`src/rtl/flags_unit_pkg.sv`:
```
// Shared definitions for the 8086 FLAGS register, the Jcc condition decoder
// and the single-step trap sequencer.
package flags_unit_pkg;

  // Flag bit positions, matching the ALU flag vector.
  localparam int CF_IDX = 0;
  localparam int PF_IDX = 2;
  localparam int AF_IDX = 4;
  localparam int ZF_IDX = 6;
  localparam int SF_IDX = 7;
  localparam int TF_IDX = 8;
  localparam int IF_IDX = 9;
  localparam int DF_IDX = 10;
  localparam int OF_IDX = 11;

  localparam logic [15:0] FLAGS_WRITABLE_MASK = 16'h0FD5;
  localparam logic [15:0] FLAGS_FIXED_ONES    = 16'hF002;
  localparam logic [15:0] FLAGS_FIXED_ZEROS   = 16'h0028;

  // Jcc condition field, x86 encoding; odd codes invert the even code's test.
  typedef enum logic [3:0] {
    JCC_O  = 4'h0,
    JCC_NO = 4'h1,
    JCC_B  = 4'h2,
    JCC_AE = 4'h3,
    JCC_E  = 4'h4,
    JCC_NE = 4'h5,
    JCC_BE = 4'h6,
    JCC_A  = 4'h7,
    JCC_S  = 4'h8,
    JCC_NS = 4'h9,
    JCC_P  = 4'hA,
    JCC_NP = 4'hB,
    JCC_L  = 4'hC,
    JCC_GE = 4'hD,
    JCC_LE = 4'hE,
    JCC_G  = 4'hF
  } jcc_cond_e;

  // Trap state encodings kept as plain constants so older decode logic can
  // compare against them directly.
  localparam logic [1:0] TRAP_IDLE_ENC    = 2'b00;
  localparam logic [1:0] TRAP_ARMED_ENC   = 2'b01;
  localparam logic [1:0] TRAP_PENDING_ENC = 2'b10;

  typedef enum logic [1:0] {
    TRAP_IDLE    = TRAP_IDLE_ENC,
    TRAP_ARMED   = TRAP_ARMED_ENC,
    TRAP_PENDING = TRAP_PENDING_ENC
  } trap_state_e;

  // Forces the architecturally fixed bits to their read values.
  function automatic logic [15:0] apply_fixed_bits(input logic [15:0] f);
    return (f | FLAGS_FIXED_ONES) & ~FLAGS_FIXED_ZEROS;
  endfunction

  // Merges a masked update into the current flags, honouring only writable bits.
  function automatic logic [15:0] merge_flags(input logic [15:0] cur,
                                              input logic [15:0] upd,
                                              input logic [15:0] mask);
    logic [15:0] m;
    m = mask & FLAGS_WRITABLE_MASK;
    return (cur & ~m) | (upd & m);
  endfunction

endpackage

```
`src/rtl/flags_cond_eval.sv`:
```
// Combinational Jcc condition decoder; shared with the prefetch/branch logic.
module flags_cond_eval
  import flags_unit_pkg::*;
(
  input  logic       cf,
  input  logic       pf,
  input  logic       zf,
  input  logic       sf,
  input  logic       of,
  input  logic [3:0] cond,
  output logic       cond_true
);

  logic base;

  // NOTE: every signal written in always_comb gets a default first, so no
  // path through the block can infer a latch.
  always_comb begin
    base = 1'b0;
    case (jcc_cond_e'({cond[3:1], 1'b0}))
      JCC_O:   base = of;
      JCC_B:   base = cf;
      JCC_E:   base = zf;
      JCC_BE:  base = cf | zf;
      JCC_S:   base = sf;
      JCC_P:   base = pf;
      JCC_L:   base = sf ^ of;
      JCC_LE:  base = zf | (sf ^ of);
      default: base = 1'b0;
    endcase
  end

  assign cond_true = base ^ cond[0];

endmodule

```
`src/rtl/flags_unit.sv`:
```
// Architectural FLAGS register with Jcc evaluation, single-step trap
// sequencing and the one-instruction interrupt shadow.
module flags_unit
  import flags_unit_pkg::*;
#(
  parameter logic [15:0] RESET_FLAGS = 16'hF002
) (
  input  logic        clk,
  input  logic        reset,
  input  logic [15:0] alu_flags,
  input  logic        update_valid,
  input  logic [15:0] update_mask,
  input  logic        int_entry,
  input  logic        instr_start,
  input  logic        instr_done,
  input  logic        shadow_set,
  input  logic        trap_ack,
  input  logic [3:0]  cond,
  output logic [15:0] flags,
  output logic        cond_true,
  output logic        trap_req,
  output logic        intr_allowed
);

  logic [15:0] flags_q;
  logic [15:0] flags_nxt;
  trap_state_e state_q;
  trap_state_e state_nxt;
  logic        shadow_q;
  logic        shadow_active_q;
  logic        shadow_eff;
  logic        shadow_active_nxt;
  logic        intr_allowed_q;

  always_comb begin
    flags_nxt = flags_q;
    if (update_valid) begin
      flags_nxt = merge_flags(flags_q, alu_flags, update_mask);
    end
    // Interrupt entry wins over the ALU for TF/IF only.
    if (int_entry) begin
      flags_nxt[TF_IDX] = 1'b0;
      flags_nxt[IF_IDX] = 1'b0;
    end
    flags_nxt = apply_fixed_bits(flags_nxt);
  end

  // A shadow opened in the same cycle the instruction ends still belongs to it.
  assign shadow_eff        = shadow_q | shadow_set;
  assign shadow_active_nxt = instr_done ? shadow_eff : shadow_active_q;

  // TF is sampled from the committed flags at instruction start, so the
  // instruction that sets TF is not itself traced.
  always_comb begin
    state_nxt = state_q;
    case (state_q)
      TRAP_IDLE: begin
        if (instr_start && flags_q[TF_IDX]) begin
          state_nxt = TRAP_ARMED;
        end
      end
      TRAP_ARMED: begin
        if (instr_done) begin
          state_nxt = shadow_eff ? TRAP_IDLE : TRAP_PENDING;
        end
      end
      TRAP_PENDING: begin
        if (trap_ack) begin
          state_nxt = TRAP_IDLE;
        end
      end
      default: state_nxt = TRAP_IDLE;
    endcase
  end

  // NOTE: sequential state uses non-blocking assignments so every register
  // samples the pre-edge values, independent of statement order.
  always_ff @(posedge clk) begin
    if (reset) begin
      flags_q         <= RESET_FLAGS;
      state_q         <= TRAP_IDLE;
      shadow_q        <= 1'b0;
      shadow_active_q <= 1'b0;
      intr_allowed_q  <= 1'b0;
    end else begin
      flags_q         <= flags_nxt;
      state_q         <= state_nxt;
      shadow_active_q <= shadow_active_nxt;
      if (instr_done) begin
        shadow_q <= 1'b0;
      end else if (shadow_set) begin
        shadow_q <= 1'b1;
      end
      // Computed from next-state values so it matches the registers it describes.
      intr_allowed_q <= flags_nxt[IF_IDX] & ~shadow_active_nxt
                        & (state_nxt != TRAP_PENDING);
    end
  end

  flags_cond_eval u_cond_eval (
    .cf        (flags_q[CF_IDX]),
    .pf        (flags_q[PF_IDX]),
    .zf        (flags_q[ZF_IDX]),
    .sf        (flags_q[SF_IDX]),
    .of        (flags_q[OF_IDX]),
    .cond      (cond),
    .cond_true (cond_true)
  );

  assign flags        = flags_q;
  assign trap_req     = (state_q == TRAP_PENDING);
  assign intr_allowed = intr_allowed_q;

endmodule

```
`config.mk`:
```
export PLATFORM = sky130hd
export DESIGN_NAME = flags_unit
export DESIGN_NICKNAME = d
export VERILOG_FILES = /design/src/rtl/flags_unit_pkg.sv /design/src/rtl/flags_cond_eval.sv /design/src/rtl/flags_unit.sv
export SDC_FILE = /design/constraint.sdc
export NUM_CORES = 1
export LEC_CHECK = 0
export BUFFER_PORTS_ARGS = -buffer_cell sky130_fd_sc_hd__buf_4
export CELL_PAD_IN_SITES_DETAIL_PLACEMENT = 1
export CELL_PAD_IN_SITES_GLOBAL_PLACEMENT = 2
export CORE_ASPECT_RATIO = 0.5
export CORE_UTILIZATION = 17
export CTS_CLUSTER_SIZE = 28
export DETAILED_ROUTE_END_ITERATION = 8
export PLACE_DENSITY = 0.77
export SLEW_MARGIN = 15
export SYNTH_ARGS = -nofsm -noshare
export SYNTH_HDL_FRONTEND = slang
export SYNTH_HIERARCHICAL = 1
export SYNTH_SLANG_ARGS = --single-unit
```
`constraint.sdc`:
```
create_clock -name clk -period 1.4 [get_ports clk]
set_input_delay 0.28 -clock clk [delete_from_list [all_inputs] [get_ports clk]]
set_output_delay 0.28 -clock clk [all_outputs]
set_load 0.05 [all_outputs]
```
Yosys cells after proc, flatten, opt, wreduce, memory -nomap -nowiden

Cells that the tools add are included.
W data, S select, Z words.

Flip-flop bits (word level): 18
Bits of input ports: 44
Word-level logic and storage cells: 44
Output and inout bits: 19

Bitwise logic cells: 12
Reductions and logical operators: 5
Eq/ne operators: 10
Muxes and demuxes: 9

Operator list:

| operator             | count |
|---|---|
| $and A12 B12 Y12     | 2 |
| $eq A3 B3 Y1 const B | 4 |
| $not A12 Y12         | 1 |
| $or A12 B12 Y12      | 1 |
| $mux W10             | 1 |
| $mux W2              | 5 |
| $pmux W1 S8          | 1 |
| $eq A3 B2 Y1 const B | 2 |
| $pmux W2 S3          | 1 |
| $reduce_or A2 Y1     | 2 |
| $eq A3 B1 Y1 const B | 1 |
| $logic_not A3 Y1     | 1 |
| $or A1 B1 Y1         | 3 |
| $and A1 B1 Y1        | 2 |
| $eq A2 B1 Y1 const B | 1 |
| $eq A2 B2 Y1 const B | 1 |
| $logic_not A2 Y1     | 1 |
| $ne A2 B2 Y1 const B | 1 |
| $xor A1 B1 Y1        | 2 |
| $logic_and A1 B1 Y1  | 1 |
| $mux W1              | 1 |
| $not A1 Y1           | 1 |

Longest topological paths before layout

Depth after elaboration: 7
Gate-level depth with buffers: 5
Gate-level depth less buffers: 4

Hierarchy

Netlist, hierarchy kept.

Modules (own cells, without submodules):

| module          | sequential area each (um^2) | area an instance (um^2) | times used | cells an instance |
|---|---|---|---|---|
| flags_unit      | 280.3                       | 611.8                   | 1          | 74 |
| flags_cond_eval | 0.0                         | 78.8                    | 1          | 12 |

Least setup slack after synthesis

Ideal clock, no wire load.

Path type: flip-flop to output port
Start: reg with a tool-made name
End: out cond_true
Stages on the path, launching flop included: 5
Data required time: 1.120 ns
Data arrival time: 1.863 ns
Slack: -0.743 ns
Buffers on the path: 0
Path through: dfxtp_1 > mux2i_1 > o21ai_1 > a221oi_2 > xnor2_1

RTL lines:

| item             | RTL line         | text |
|---|---|---|
| end: declaration | flags_unit.sv:20 | `output logic cond_true,` |

==> flow_metrics.tcl <==
set metrics [dict create \
    outcome "finished, violations left" \
    failed_checks "negative setup slack" \
    rsz0062_at_grt "true" \
    floorplan.die_area_sq_um 4340 \
    yosys-top-cells-area "dfxtp_1 41%, nand2_1 9.8%, buf_4 7.6%" \
    grt_max_degree 17 \
    vias 722 \
    place.gp.congestion 0.611 \
    wl_per_cell_um 9.72 \
    arrival_ns 1.46 \
    cts-buffers-inserted 3 \
    n_fill_cell 453 \
    criticalPathCategory "reg -> out" \
    worstSetupEndpoint "cond_true" \
    drt_iter0_drc 17 \
    hold_path_class "in -> reg" \
    antenna_cells 0 \
    coreArea_sq_um 3660 \
    wl_mm 1.78 \
    finalNetCount 177 \
    r2r-end "intr_allowed" \
    grtUsageMet1 0.0934 \
    min_period_ns 1.74 \
    cts_tree "built" \
    synthToLayoutAreaGrowth_pct 66.3 \
    synth_seq_cells 14 \
    critPathMaxFanout 3 \
    synthDistinctLibCells 24 \
    grt_use_total 0.0853 \
    grt_pass1_wl_mm 2.83 \
    r2r_start "state_q[1]" \
    die_h_um 47.1 \
    antenna_left 0 \
    synth_top_area_frac 0.406 \
    dp_slack_ns -0.247 \
    hold_violations 0 \
    setup_viol 1 \
    die_w_um 92.1 \
    grt_overflow 0 \
    cts_htree_levels 1 \
    yosysTopAreaCell "dfxtp_1" \
    yosysWarnings 6 \
    drc_errors 0 \
    antenna_found_initial 0 \
    fin_worst_skew_ns 0.00122 \
    fmax_mhz 573 \
    drt-vias-per-instance 3.95 \
    clk_latency_ns 0.24 \
    cap_violations 0 \
    cts_buffer_depth 2 \
    hold_ws_ns 0.217 \
    drive_above_1_share 0.470 \
    setup_slack_ns -0.345 \
    ir_drop_mv 0.288 \
    tns_ns -0.345 \
    yosysSeqAreaShare 0.406 \
    netlist_area_sq_um 691 \
    rr_worst_depth 3 \
    post-route-period-util 1.25 \
    synth_area_per_cell_sq_um 8.03 \
    r2r_setup_slack_ns 0.38 \
    ioPinCount 63 \
    leakage_nw 0.526 \
    num_rows 15 \
    clk_transition_reported_paths_ns 0.06 \
    cts-root-buf "clkbuf_8" \
    fin_total_pwr_mw 1.09 \
    busiest_layer "met2" \
    cts_sinks 14 \
    dp_hpwl_mm 1.48 \
    drt_first_pass_iters 2 \
    critPathLaunchType "flop" \
    initial_utilization 0.189 \
    met2_usage 0.164 \
    p_per_area_nw_per_um2 949 \
    use_met3 0.0291 \
    port_buffers 41 \
    grt_pass1_vias 685 \
    required_ns 1.12 \
    synth_cells 86 \
    worstSetupEndpointType "output port" \
    drv_slew 0 \
    cts_setup_buffers 0 \
]
## cell families after synthesis
group / after synthesis / share of synthesized area
and+or+nand+nor: 38 / 0.268
muxes: 4 / 0.0598
buffers and inverters: 12 / 0.107
xor gates and xnor gates: 2 / 0.0254
DFF: 14 / 0.406
other: 2 / 0.0109
AOI/OAI and AO/OA: 14 / 0.123
## how the worst min path moves through the flow
| stage | from | end | cells past startpoint |
|---|---|---|---|
| final | int_entry | flags[9] | 2 |
| after global routing | int_entry | flop | 2 |
| after CTS | int_entry | flags[9] | 2 |
| after detailed placement | state_q[1] | state_q[0] | 1 |
| after global placement | state_q[1] | state_q[0] | 1 |
| after floorplan | reset | shadow_active_q | 1 |
## area by class of cell
type                       count  area (sq um)  share of cell area
multi-input combinational     65           374               0.326
timing repair buffer          47           357               0.310
sequential                    14           292               0.254
tap                           51          63.8              0.0556
clock buffer                   4          55.1              0.0479
inverter                       2          7.51             0.00654
## metrics by stage
stage,cells,utilization,cell area [sq um]
after floorplan,91,-,739
after global placement,179,0.298,1090
after detailed placement,179,0.298,1090
after CTS,183,0.314,1150
after global routing,183,0.314,1150
final,183,0.314,1150
## routing by layer
layer | wire length (um) | vias up
met4 | 14 | 0
met2 | 919 | 23
met3 | 100 | 2
met1 | 743 | 327
met5 | 0 | -
li1 | - | 370
## placed cells by master, fill, tap and decap left out
master | synthesis | final
dfxtp_2 | 0 | 3
nor3_1 | 4 | 4
xnor2_1 | 2 | 1
clkbuf_8 | 0 | 4
nor3b_1 | 1 | 1
mux2i_1 | 3 | 3
xnor2_4 | 0 | 1
nor4_2 | 1 | 1
inv_1 | 2 | 2
nor2b_1 | 2 | 2
a221oi_2 | 1 | 1
o21ba_2 | 1 | 1
mux2_2 | 1 | 1
o21ai_0 | 2 | 2
dfxtp_4 | 0 | 2
buf_6 | 0 | 1
nor2_1 | 2 | 2
or3_1 | 1 | 1
dfxtp_1 | 14 | 9
conb_1 | 2 | 7
a21oi_1 | 9 | 9
nand2_1 | 18 | 18
nand3_1 | 8 | 8
and4b_2 | 1 | 1
buf_4 | 7 | 46
o21ai_1 | 1 | 1
## cells in the mapped netlist
library cell,number
mux2i_1,3
nand2_1,18
clkbuf_1,1
buf_4,7
nand3_1,8
clkbuf_2,1
nor4_2,1
o21ai_1,1
nor2b_1,2
mux2_2,1
a21oi_1,9
o21ba_2,1
nor3b_1,1
dfxtp_1,14
and4b_2,1
inv_1,2
conb_1,2
nor3_1,4
or3_1,1
nor2_1,2
xnor2_1,2
buf_2,1
a221oi_2,1
o21ai_0,2
## worst max-delay path, cell delays in order (launching register included)
cell and delay (ns):
dfxtp_4 0.34, mux2i_1 0.14, o21ai_1 0.09, a221oi_2 0.21, buf_4 0.17, xnor2_4 0.10
buf_6 0.17
## report_power, final
group / leakage, nW / switching [mW] / internal [mW] / total, mW
sequential: 0.117 / 0.00800 / 0.412 / 0.420
clock: 0.0288 / 0.140 / 0.249 / 0.389
combinational: 0.380 / 0.163 / 0.118 / 0.281
## timing repair
item,CTS,global route
resized for setup,1,0
pin swaps,0,0
endpoints found under the setup margin,1,1
hold buffers,0,0
endpoints found under the hold margin,0,0
Power figures use the tool's default switching activity.
